$ cat src/rtl/vga_timing.sv
// Free-running VGA raster timing generator: position counters, sync, blanking and strobes.
// Optional macro VGA_TIMING_FRAME_COUNT_EN adds an 8-bit frame counter output.
module vga_timing #(
    parameter int H_VIEW  = 640,
    parameter int H_FRONT = 16,
    parameter int H_SYNC  = 96,
    parameter int H_BACK  = 48,
    parameter int V_VIEW  = 480,
    parameter int V_FRONT = 10,
    parameter int V_SYNC  = 2,
    parameter int V_BACK  = 33,
    parameter int FETCH_H = 408
) (
    input  logic       clk,
    input  logic       reset,
    output logic       hsync,
    output logic       vsync,
    output logic [9:0] hpos,
    output logic [9:0] vpos,
    output logic       hmax,
    output logic       vmax,
    output logic       visible,
    output logic       line_fetch,
    output logic       frame_start
`ifdef VGA_TIMING_FRAME_COUNT_EN
    ,
    output logic [7:0] frame_count
`endif
);

    localparam int H_TOTAL = H_VIEW + H_FRONT + H_SYNC + H_BACK;
    localparam int V_TOTAL = V_VIEW + V_FRONT + V_SYNC + V_BACK;

    generate
        if (H_TOTAL > 1024 || V_TOTAL > 1024 || FETCH_H >= H_TOTAL) begin : g_bad_params
            $error("vga_timing: totals must not exceed 1024 and FETCH_H must be below H_TOTAL");
        end
    endgenerate

    // Decode thresholds are 11 bits wide so a sync end equal to 1024 still compares correctly.
    localparam logic [10:0] H_LAST   = 11'(H_TOTAL - 1);
    localparam logic [10:0] V_LAST   = 11'(V_TOTAL - 1);
    localparam logic [10:0] H_VIS    = 11'(H_VIEW);
    localparam logic [10:0] V_VIS    = 11'(V_VIEW);
    localparam logic [10:0] HS_START = 11'(H_VIEW + H_FRONT);
    localparam logic [10:0] HS_END   = 11'(H_VIEW + H_FRONT + H_SYNC);
    localparam logic [10:0] VS_START = 11'(V_VIEW + V_FRONT);
    localparam logic [10:0] VS_END   = 11'(V_VIEW + V_FRONT + V_SYNC);
    localparam logic [10:0] FETCH    = 11'(FETCH_H);
    localparam logic        FETCH_AT_ZERO = (FETCH_H == 0);

    logic [9:0] hpos_q, hpos_d;
    logic [9:0] vpos_q, vpos_d;
    logic       hsync_q, hsync_d;
    logic       vsync_q, vsync_d;
    logic       hmax_q, hmax_d;
    logic       vmax_q, vmax_d;
    logic       visible_q, visible_d;
    logic       line_fetch_q, line_fetch_d;
    logic       frame_start_q, frame_start_d;
    logic [10:0] h_next;
    logic [10:0] v_next;

    // Flags are decoded from the next position so they line up with hpos/vpos with no lag.
    // NOTE: every always_comb output gets a default first, so no path can leave a latch.
    always_comb begin
        hpos_d = hpos_q + 10'd1;
        vpos_d = vpos_q;
        if (hmax_q) begin
            hpos_d = 10'd0;
            vpos_d = vmax_q ? 10'd0 : vpos_q + 10'd1;
        end

        h_next = {1'b0, hpos_d};
        v_next = {1'b0, vpos_d};

        hsync_d       = (h_next >= HS_START) && (h_next < HS_END);
        vsync_d       = (v_next >= VS_START) && (v_next < VS_END);
        hmax_d        = (h_next == H_LAST);
        vmax_d        = (v_next == V_LAST);
        visible_d     = (h_next < H_VIS) && (v_next < V_VIS);
        line_fetch_d  = (h_next == FETCH);
        frame_start_d = (h_next == 11'd0) && (v_next == 11'd0);
    end

    // NOTE: sequential state uses non-blocking assignments so all registers update together.
    always_ff @(posedge clk) begin
        if (reset) begin
            hpos_q        <= 10'd0;
            vpos_q        <= 10'd0;
            hsync_q       <= 1'b0;
            vsync_q       <= 1'b0;
            hmax_q        <= 1'b0;
            vmax_q        <= 1'b0;
            visible_q     <= 1'b1;
            line_fetch_q  <= FETCH_AT_ZERO;
            frame_start_q <= 1'b1;
        end else begin
            hpos_q        <= hpos_d;
            vpos_q        <= vpos_d;
            hsync_q       <= hsync_d;
            vsync_q       <= vsync_d;
            hmax_q        <= hmax_d;
            vmax_q        <= vmax_d;
            visible_q     <= visible_d;
            line_fetch_q  <= line_fetch_d;
            frame_start_q <= frame_start_d;
        end
    end

`ifdef VGA_TIMING_FRAME_COUNT_EN
    logic [7:0] frame_count_q, frame_count_d;

    // Advances on the same edge that both counters wrap, coincident with frame_start.
    always_comb begin
        frame_count_d = frame_count_q;
        if (hmax_q && vmax_q) begin
            frame_count_d = frame_count_q + 8'd1;
        end
    end

    always_ff @(posedge clk) begin
        if (reset) begin
            frame_count_q <= 8'd0;
        end else begin
            frame_count_q <= frame_count_d;
        end
    end

    assign frame_count = frame_count_q;
`endif

    assign hpos        = hpos_q;
    assign vpos        = vpos_q;
    assign hsync       = hsync_q;
    assign vsync       = vsync_q;
    assign hmax        = hmax_q;
    assign vmax        = vmax_q;
    assign visible     = visible_q;
    assign line_fetch  = line_fetch_q;
    assign frame_start = frame_start_q;

endmodule

$ cat config.mk
export PLATFORM = sky130hd
export DESIGN_NAME = vga_timing
export DESIGN_NICKNAME = d
export VERILOG_FILES = /design/src/rtl/vga_timing.sv
export SDC_FILE = /design/constraint.sdc
export NUM_CORES = 1
export LEC_CHECK = 0
export BUFFER_PORTS_ARGS = -buffer_cell sky130_fd_sc_hd__buf_2
export CORE_ASPECT_RATIO = 2
export CORE_MARGIN = 2
export CORE_UTILIZATION = 40
export DETAILED_ROUTE_END_ITERATION = 7
export PLACE_DENSITY = 0.72
export SYNTH_ARGS = -nofsm -noshare
export SYNTH_HDL_FRONTEND = slang
export SYNTH_SLANG_ARGS = --single-unit
$ cat constraint.sdc
create_clock -name clk -period 3.6 [get_ports clk]
set_clock_uncertainty 0.2 [all_clocks]
set_input_delay 0.36 -clock clk [delete_from_list [all_inputs] [get_ports clk]]
set_output_delay 0.36 -clock clk [all_outputs]
set_load 0.005 [all_outputs]
==> qor.yml, run 1 <==
post-route-min-period_ns: 2.602
drive_above_1_share: 0.2162
clk_latency_ns: 0.27
hold_viol_final: 0
cts_buffer_depth: 2
synthToLayoutAreaGrowth_pct: 13.55
syn_inst: 160
tns_ns: 0
power_uw: 556.2
grt_max_degree: 19
num_io_pins: 29
yosys-top-cells-count: "27 x dfxtp_1, 18 x nor2_1, 13 x nand2_1"
initial_core_util: 0.4090
fp.dieW_um: 45.33
netlist_area_um2: 1366
r2r-start: "hmax"
hold_buffers: 0
start_kind: "register"
post-route-period-util: 0.7226
async_flop_share: 0
cts_setup_buffers: 0
leakagePower_uw: 0.0006666
ff2ff_path_depth: 5
post-synth-top-count-cell: "dfxtp_1"
startpoint: "hmax"
drc_errors: 0
crit_fanout: 18
p_per_area_nw_per_um2: 358.5
path_clk_slew_ns: 0.10
cts_tree: "yes"
nNetsFinal: 190
hold_start: "reset"
hold_class: "in -> reg"
critPathKind: "reg -> reg"
gp_congestion: 0.9056
cp.required_ns: 3.59
synth_flop_cell: "dfxtp_1"
critPathArrivalTime_ns: 2.59
drv_slew: 0
synth.avg_cell_area_um2: 8.539
htree_num_levels: 1
grt_pass1_vias: 1214
cpPeakStageDelay_ns: 0.68
reg2reg_to: "frame_start"
io_buffer_count: 28
max_freq_mhz: 384.4
grt.overflow.total: 0
syn_nets: 164
cts_resized: 0
antenna_found_initial: 0
final_area_um2: 1551
placed_cell_area_um2: 1503
setup_viol: 0
cts_buffers: 3
ys_seq_area_frac: 0.3956
dr_total_vias: 1245
grt_pass1_wl_um: 5582
max-vdd-ir-drop_mv: 0.1962
vias_per_cell: 5.737
rows: 30
core_um2: 3341
dr.pass1.iters: 4
clockRootBuffer: "clkbuf_8"
tightest_slew_ns: 0.9731
synth_seq_cells: 27
drt_wl_total_um: 3388
regToRegSetupSlack_ns: 1.0
synth_area_leaders: "dfxtp_1 40%, nor2_1 4.9%, nand2_1 3.6%"
track_usage: 0.1910
utilization: 0.4644
die-area_um2: 3927
status: "finished, final reports clean"
cap_violations: 0
die_h_um: 86.65
path_cells: "inv_1, a211oi_1, nand3_1, or4_4, o41ai_2"
cts.sinks: 27
drt_iter0_markers: 34
ys.warnings.count: 0
dpl.hpwl_um: 2578
avgRoutedWirePerCell_um: 15.61
synth.distinct_cells: 46
cp-endpoint: "frame_start"
ant_nets: 0
synth_edf_count: 0
crit_path_top_delay_cell: "dfxtp_1"
crit_path_end_kind: "register"
antennaDiodeCount: 0
slew-limit-headroom: 0.3428
yosysTopAreaCellShare: 0.3956
rsz0062_at_grt: "false"
netlist.top_cell.by_area: "dfxtp_1"
registers in the layout, indices dropped and copies added, names as in the netlist:
register,cells
hsync,1
line_fetch,1
hmax,1
vmax,1
visible,1
hpos,10
vsync,1
frame_start,1
vpos,10
cell families after synthesis:
family / Yosys count / synth area share
buf+inv: 15 / 0.05403
mux: 1 / 0.008241
xor+xnor: 8 / 0.05128
fa+ha+maj: 2 / 0.01831
compound gates: 27 / 0.1447
simple gates: 80 / 0.3278
flops: 27 / 0.3956
metrics by stage:
step | hold WS (ns) | worst slack (ns) | std cells
global route | 0.2443 | 0.7844 | 217
global placement | 0.3354 | 1.129 | 213
finish | 0.2306 | 0.9985 | 217
floorplan | 0.2368 | 1.308 | 160
detailed placement | 0.3365 | 1.049 | 213
CTS | 0.2346 | 1.024 | 217
critical path, delay by kind of cell (launching register included):
kind,cells,cell delay (ns)
buf+inv,1,0.38
compound gates,2,0.68
simple gates,2,0.58
flops,1,0.68
how the worst min path moves through the flow:
stage / to / slack, ns / cells past startpoint
5_1_grt: vpos[9] / 0.24 / 2
3_3_place_gp: vpos[7] / 0.34 / 2
2_1_floorplan: hpos[5] / 0.24 / 1
6_report: vpos[4] / 0.23 / 2
3_5_place_dp: vpos[7] / 0.34 / 2
4_1_cts: vpos[4] / 0.23 / 2
metal layers:
layer	vias to the layer above	track usage	share of wire	routed length (um)
li1	628	-	-	-
met1	568	0.2073	0.40	1357
met2	38	0.3247	0.52	1768
met3	11	0.03333	0.032	110
met4	0	0.1176	0.045	152
met5	-	0	0	0
power by group:
group | switching, uW | internal, uW | total [uW]
combinational | 31.6 | 28.3 | 59.9
sequential | 15.0 | 308 | 323
clock | 95.1 | 78.5 | 174
total | 142 | 414 | 556
layout make-up:
cell class / count / area [um^2]
clock buffer: 3 / 41.29
tap: 32 / 40.04
clock inverter: 1 / 7.507
timing repair buffer: 28 / 140.1
sequential: 27 / 540.5
inverter: 8 / 30.03
multi-input combinational: 118 / 752.0
fill: 338 / 1789
placed cells by master (no fill, tap or decap), types with 5 or more instances in the layout:
cell type / count
nor2_1: 18
nand3_1: 8
nand2_1: 13
buf_2: 28
dfxtp_1: 27
inv_1: 8
nor3_1: 7
a21oi_1: 7
xnor2_1: 5
No activity file was read; power rests on OpenSTA's default activity.
==> run 2, diff against run 1 <==
--- a/config.mk
+++ b/config.mk
@@ -5,12 +5,13 @@
 export SDC_FILE = /design/constraint.sdc
 export NUM_CORES = 1
 export LEC_CHECK = 0
+export ABC_AREA = 1
 export BUFFER_PORTS_ARGS = -buffer_cell sky130_fd_sc_hd__buf_2
 export CORE_ASPECT_RATIO = 2
 export CORE_MARGIN = 2
 export CORE_UTILIZATION = 40
 export DETAILED_ROUTE_END_ITERATION = 7
-export PLACE_DENSITY = 0.72
+export PLACE_DENSITY = 0.71
 export SYNTH_ARGS = -nofsm -noshare
 export SYNTH_HDL_FRONTEND = slang
 export SYNTH_SLANG_ARGS = --single-unit
==> constraint.sdc (replaced) <==
create_clock -name clk -period 2.7 [get_ports clk]
set_clock_uncertainty 0.2 [all_clocks]
set_input_delay 0.27 -clock clk [delete_from_list [all_inputs] [get_ports clk]]
set_output_delay 0.27 -clock clk [all_outputs]
set_load 0.005 [all_outputs]
==> qor.yml, run 2 <==
status: "finished, final reports clean"
dr.pass1.iters: 5  # +1
post-synth-top-count-cell: "nand2_1"
clockRootBuffer: "clkbuf_8"
syn_nets: 227  # +38%
track_usage: 0.1815  # -0.009478
synth_edf_count: 0  # unchanged
power.switching_uw: 156.7  # +11%
max-vdd-ir-drop_mv: 0.3246  # +65%
grt_pass1_wl_um: 5885  # +5.4%
critPathArrivalTime_ns: 1.90  # -0.69 ns
synthToLayoutAreaGrowth_pct: 14.73
antenna_found_initial: 0  # unchanged
post-route-period-util: 0.7124  # -0.01021
ant_nets: 0  # unchanged
antennaDiodeCount: 0  # unchanged
synth_area_leaders: "dfxtp_1 36%, nand2_1 12%, nor2_1 12%"
synth_xor_area_frac: 0  # -0.05128
netlist.top_cell.by_area: "dfxtp_1"
die_h_um: 91.18  # +5.2%
layout.cells.non_filler: 300  # +38%
fp.dieW_um: 47.59  # +5.0%
dpl.hpwl_um: 2971  # +15%
rows: 31  # +3.3%
multi_input_area_um2: 855.8  # +14%
cts_tree: "yes"
clk_latency_ns: 0.27  # about the same
grt_max_degree: 23  # +4
htree_num_levels: 1  # unchanged
slew-limit-headroom: 0.7284  # +0.3856
cap_violations: 0  # unchanged
crit_path_end_kind: "register"
synth_flop_cell: "dfxtp_1"
critPathKind: "reg -> reg"
dr_total_vias: 1474  # +18%
rsz0062_at_grt: "false"
seq_area_um2: 540.5  # unchanged
cts_setup_buffers: 0  # unchanged
start_kind: "register"
cp.required_ns: 2.67  # -0.92 ns
final_common_cell: "nand2_1"
final_cell_mix: "49 x nand2_1, 47 x nor2_1, 28 x buf_2, 27 x dfxtp_1, 23 x inv_1"
fillCellCount: 399  # +18%
synth_simple_gate_area_share: 0.4971  # +0.1693
nNetsFinal: 256  # +35%
setup_viol: 0  # unchanged
tightest_slew_ns: 0.4075  # -0.5656 ns
async_flop_share: 0  # unchanged
cts_buffer_depth: 2  # unchanged
yosys-top-cells-count: "49 x nand2_1, 47 x nor2_1, 27 x dfxtp_1"
max_freq_mhz: 519.9  # +35%
synth_seq_cells: 27  # unchanged
ys.warnings.count: 0  # unchanged
leakagePower_uw: 0.0007955  # +19%
synth-compound-area-share: 0.04938  # -0.09531
tns_ns: 0  # unchanged
post-route-min-period_ns: 1.924  # -0.6780 ns
p_sw_frac: 0.2317  # -0.02296
power.share.clock: 0.347  # +0.035
initial_core_util: 0.4170  # +0.007964
drv_slew: 0  # unchanged
drive_above_1_share: 0.2351  # +0.01884
yosys.area_share.adder: 0.01646  # -0.001854
placedCellCount: 296  # +39%
drt_wl_total_um: 3674  # +8.4%
grt_pass1_vias: 1438  # +18%
yosysTopAreaCellShare: 0.3556  # -0.04005
drc_errors: 0  # unchanged
seq_power_share: 0.605  # +0.025
num_io_pins: 29  # unchanged
crit_fanout: 7  # -11
p_int_uw: 519.6  # +25%
die-area_um2: 4339  # +10%
syn_inst: 223  # +39%
gp_congestion: 0.8363  # -7.7%
drt_iter0_markers: 25  # -26%
hold_buffers: 0  # unchanged
hold_class: "in -> reg"
path_clk_slew_ns: 0.10  # about the same
core_um2: 3646  # +9.1%
p_per_area_nw_per_um2: 387.8  # +8.2%
combPwrFrac: 0.049  # -0.059
ys_seq_area_frac: 0.3556  # -0.04005
cts_buffers: 3  # unchanged
grt.overflow.total: 0  # unchanged
vias_per_cell: 4.913  # -14%
whs_ns: 0.1992  # -0.03138 ns
synth_top_family_by_area: "simple AND/OR/NAND/NOR gates"
netlist_area_um2: 1520  # +11%
muxShareOfSynthArea: 0  # -0.008242
cts.sinks: 27  # unchanged
hold_viol_final: 0  # unchanged
cts_resized: 0  # unchanged
synth.avg_cell_area_um2: 6.817  # -20%
avgRoutedWirePerCell_um: 12.25  # -22%
utilization: 0.4784  # +0.01396
io_buffer_count: 28  # unchanged
synth.distinct_cells: 27  # -41%
## run 2: changes by cell type after synthesis, moves of 5 or more
cell	previous run	this run
xnor2_1	5	0
nand3_1	8	22
inv_1	8	23
nor2_4	0	6
nand2_2	0	7
nor2_1	18	47
nand2_1	13	49
## run 2: worst paths after layout
path         startpoint      end  slack, ns  depth (start not counted)
max             vpos[0]  visible       0.78                         10
min               reset  vpos[9]       0.20                          2
max reg2reg     vpos[0]  visible       0.78                         10
min reg2reg     vpos[0]  vpos[0]       0.41                          2
## run 2: cell type report
type	instances	area share
Clock buffer	3	0.02367
Multi-Input combinational cell	166	0.4907
Clock inverter	1	0.004304
Sequential cell	27	0.3099
Timing Repair Buffer	28	0.08034
Inverter	26	0.05595
Tap cell	49	0.03515
## run 2: cell families (layout without fill, tap and decap cells)
logic type	after synthesis	after routing
AOI/OAI and AO/OA	11	11
DFF	27	27
and+or+nand+nor	153	153
buffers and inverters	30	58
adders and majority gates	2	2
## run 2: critical path, cell delays in order, from the launching register on
cell,delay [ns]
dfxtp_1,0.47
ha_1,0.24
nand3_2,0.12
nor2_1,0.20
nand3_1,0.10
nand2_1,0.08
nand2_1,0.05
nor2_1,0.09
nand3b_1,0.12
nand3_1,0.10
nand2_1,0.05
## run 2: metal layers
| metal | up-vias | GRT usage | wire [um] |
|---|---|---|---|
| li1 | 761 | - | - |
| met1 | 672 | 0.1726 | 1358 |
| met2 | 31 | 0.3367 | 2081 |
| met3 | 10 | 0.02584 | 97 |
| met4 | 0 | 0.09009 | 136 |
| met5 | - | 0 | 0 |
## run 2: power by group through the flow
stage | clock, uW | combinational [uW] | sequential, uW
4_1_cts | 239 | 33.6 | 409
3_3_place_gp | 0 | 33.0 | 418
5_1_grt | 256 | 39.2 | 410
2_1_floorplan | 0 | 21.6 | 418
6_report | 234 | 33.0 | 409
3_5_place_dp | 0 | 33.3 | 418
## run 2: metrics by stage
step | worst slack [ns] | total power, uW | instance area, um^2
6_report | 0.7764 | 676.3 | 1744
5_1_grt | 0.5563 | 705.2 | 1744
4_1_cts | 0.7614 | 682.0 | 1744
3_5_place_dp | 0.7835 | 451.6 | 1695
3_3_place_gp | 0.8280 | 451.4 | 1695
2_1_floorplan | 0.9833 | 439.6 | 1520
==> run 3, diff against run 2 <==
--- a/config.mk
+++ b/config.mk
@@ -5,13 +5,13 @@
 export SDC_FILE = /design/constraint.sdc
 export NUM_CORES = 1
 export LEC_CHECK = 0
-export ABC_AREA = 1
+export ABC_AREA = 0
 export BUFFER_PORTS_ARGS = -buffer_cell sky130_fd_sc_hd__buf_2
 export CORE_ASPECT_RATIO = 2
 export CORE_MARGIN = 2
 export CORE_UTILIZATION = 40
 export DETAILED_ROUTE_END_ITERATION = 7
-export PLACE_DENSITY = 0.71
+export PLACE_DENSITY = 0.72
 export SYNTH_ARGS = -nofsm -noshare
 export SYNTH_HDL_FRONTEND = slang
 export SYNTH_SLANG_ARGS = --single-unit
==> constraint.sdc (replaced) <==
create_clock -name clk -period 1.9 [get_ports clk]
set_clock_uncertainty 0.2 [all_clocks]
set_input_delay 0.19 -clock clk [delete_from_list [all_inputs] [get_ports clk]]
set_output_delay 0.19 -clock clk [all_outputs]
set_load 0.005 [all_outputs]
==> qor.yml, run 3 (synthesized netlist as in run 1, its figures left out) <==
status: "complete, but fails checks"
violations: "setup timing"
hold_start: "reset"
vias_per_cell: 5.767  # +17%
dpl.hpwl_um: 3175  # +6.9%
dr.pass1.iters: 4  # -1
drt_wl_total_um: 4757  # +29%
cp_top_family: "simple AND/OR/NAND/NOR gates"
post-route-min-period_ns: 2.293  # +0.3691 ns
tightest_slew_ns: 0.4058  # -0.001678 ns
num_io_pins: 29  # unchanged
drv_slew: 0  # unchanged
cap_violations: 0  # unchanged
nNetsFinal: 252  # -1.6%
track_usage: 0.2571  # +0.07564
clk_latency_ns: 0.28  # about the same
fp.dieW_um: 45.33  # -4.8%
worst_slack_ns: -0.3926  # -1.169 ns
final_cell_mix: "59 x buf_4, 28 x buf_2, 21 x dfxtp_1, 14 x nor2_1, 12 x nand2_1"
dr_total_vias: 1609  # +9.2%
path_cells: "ha_4, and3_4, a311oi_2, a211oi_2, nand3_1, or4_4, o41ai_2"
r2r-start: "vpos[1]"
htree_num_levels: 1  # unchanged
combPwrFrac: 0.204  # +0.155
gp_congestion: 0.9028  # +8.0%
hold_viol_final: 0  # unchanged
final_common_cell: "buf_4"
critPathKind: "reg -> reg"
crit_fanout: 3  # -4
rows: 30  # -3.2%
fillCellCount: 264  # -34%
grt.overflow.total: 0  # unchanged
hold_buffers: 0  # unchanged
max-vdd-ir-drop_mv: 0.4131  # +27%
cpPeakStageDelay_ns: 0.58  # +0.11 ns
antenna_found_initial: 0  # unchanged
setup_viol: 7  # +7
synthToLayoutAreaGrowth_pct: 61.08
drt_iter0_markers: 39  # +56%
cts_buffer_depth: 2  # unchanged
path_clk_slew_ns: 0.09  # about the same
die-area_um2: 3927  # -9.5%
max_freq_mhz: 436.2  # -16%
die_h_um: 86.65  # -5.0%
power_uw: 1168  # +73%
grt_max_degree: 16  # -30%
slew-limit-headroom: 0.7252  # -0.003157
hold_end: "vpos[6]"
multi_input_area_um2: 914.6  # +6.9%
cts_tree: "yes"
placed_cell_area_um2: 1929  # +14%
avgRoutedWirePerCell_um: 17.05  # +39%
whs_path_depth: 2  # unchanged
power.share.clock: 0.287  # -0.060
start_kind: "register"
regToRegSetupSlack_ns: -0.39  # -1.17 ns
p_per_area_nw_per_um2: 530.6  # +37%
cp.required_ns: 1.88  # -0.79 ns
p_sw_frac: 0.2721  # +0.04036
post-route-period-util: 1.207  # +0.4942
seq_power_share: 0.509  # -0.096
core_um2: 3341  # -8.4%
critPathBufInv: 0  # unchanged
initial_core_util: 0.4090  # -0.007964
ant_nets: 0  # unchanged
ff2ff_path_depth: 7  # -3
grt_pass1_vias: 1665  # +16%
power.switching_uw: 317.8  # +100%
hold_class: "in -> reg"
drc_errors: 0  # unchanged
cts_buffers: 3  # unchanged
seq_area_um2: 553.0  # +2.3%
critPathArrivalTime_ns: 2.27  # +0.37 ns
reg2reg_to: "frame_start"
io_buffer_count: 28  # unchanged
rsz0062_at_grt: "true"
clockRootBuffer: "clkbuf_8"
leakagePower_uw: 0.001062  # +33%
crit_path_top_delay_cell: "or4_4"
cts.sinks: 27  # unchanged
drive_above_1_share: 0.5304  # +0.2953
antennaDiodeCount: 0  # unchanged
grt_pass1_wl_um: 7417  # +26%
p_int_uw: 850.1  # +64%
final_area_um2: 2201  # +26%
crit_path_end_kind: "register"
## run 3: cell count changes in the layout (fill, tap and decap cells not counted), sizes merged, moves of 4 or more
cell / change
and3: +4
buf: +62
inv: -18
nand2: -45
nand3: -17
nand4: -4
nor2: -37
xnor2: +5
## run 3: area by class of cell
cell class / instances / share of cell area
multi-input combinational: 118 / 0.4156
timing repair buffer: 90 / 0.2803
sequential: 27 / 0.2513
clock buffer: 3 / 0.01876
tap: 32 / 0.01819
inverter: 8 / 0.01364
clock inverter: 1 / 0.002274
## run 3: worst max-delay path by stage
stage | slack [ns] | depth (start not counted) | endpoint | startpoint
after global routing | -0.42 | 7 | frame_start | vpos[1]
after detailed placement | -0.32 | 6 | vmax | vpos[0]
after CTS | -0.33 | 7 | vmax | vpos[1]
after global placement | -0.24 | 6 | frame_start | vpos[0]
after floorplan | -0.23 | 7 | frame_start | vpos[0]
final | -0.39 | 7 | frame_start | vpos[1]
## run 3: metrics by stage
step / setup slack, ns / TNS, ns / hold slack, ns / cells / utilization
after floorplan: -0.2289 / -0.4431 / 0.06679 / 160 / -
after global placement: -0.2389 / -0.6866 / 0.3614 / 266 / 0.5775
after detailed placement: -0.3176 / -0.9116 / 0.3658 / 266 / 0.5775
after CTS: -0.3276 / -0.7453 / 0.07675 / 280 / 0.6412
after global routing: -0.4199 / -1.530 / 0.1135 / 279 / 0.6588
final: -0.3926 / -1.002 / 0.08731 / 279 / 0.6588
## run 3: repair_timing
action                                  CTS  global route
endpoints found under the setup margin    7             9
setup buffers                            11             1
pin swaps                                20             6
gates resized for setup                  25            13
## run 3: metal layers
layer  wire [um]  GRT usage  part of all wire
met2        2713     0.4935              0.57
met5           0          0                 0
met1        1628     0.2315              0.34
met4         257     0.1604             0.054
met3         158    0.02917             0.033
## run 3: power groups by stage
stage	Sequential (uW)	Clock, uW	Combinational (uW)
2_1_floorplan	612	0	88.7
3_3_place_gp	604	0	197
3_5_place_dp	605	0	200
4_1_cts	595	339	228
5_1_grt	596	358	257
6_report	594	335	238
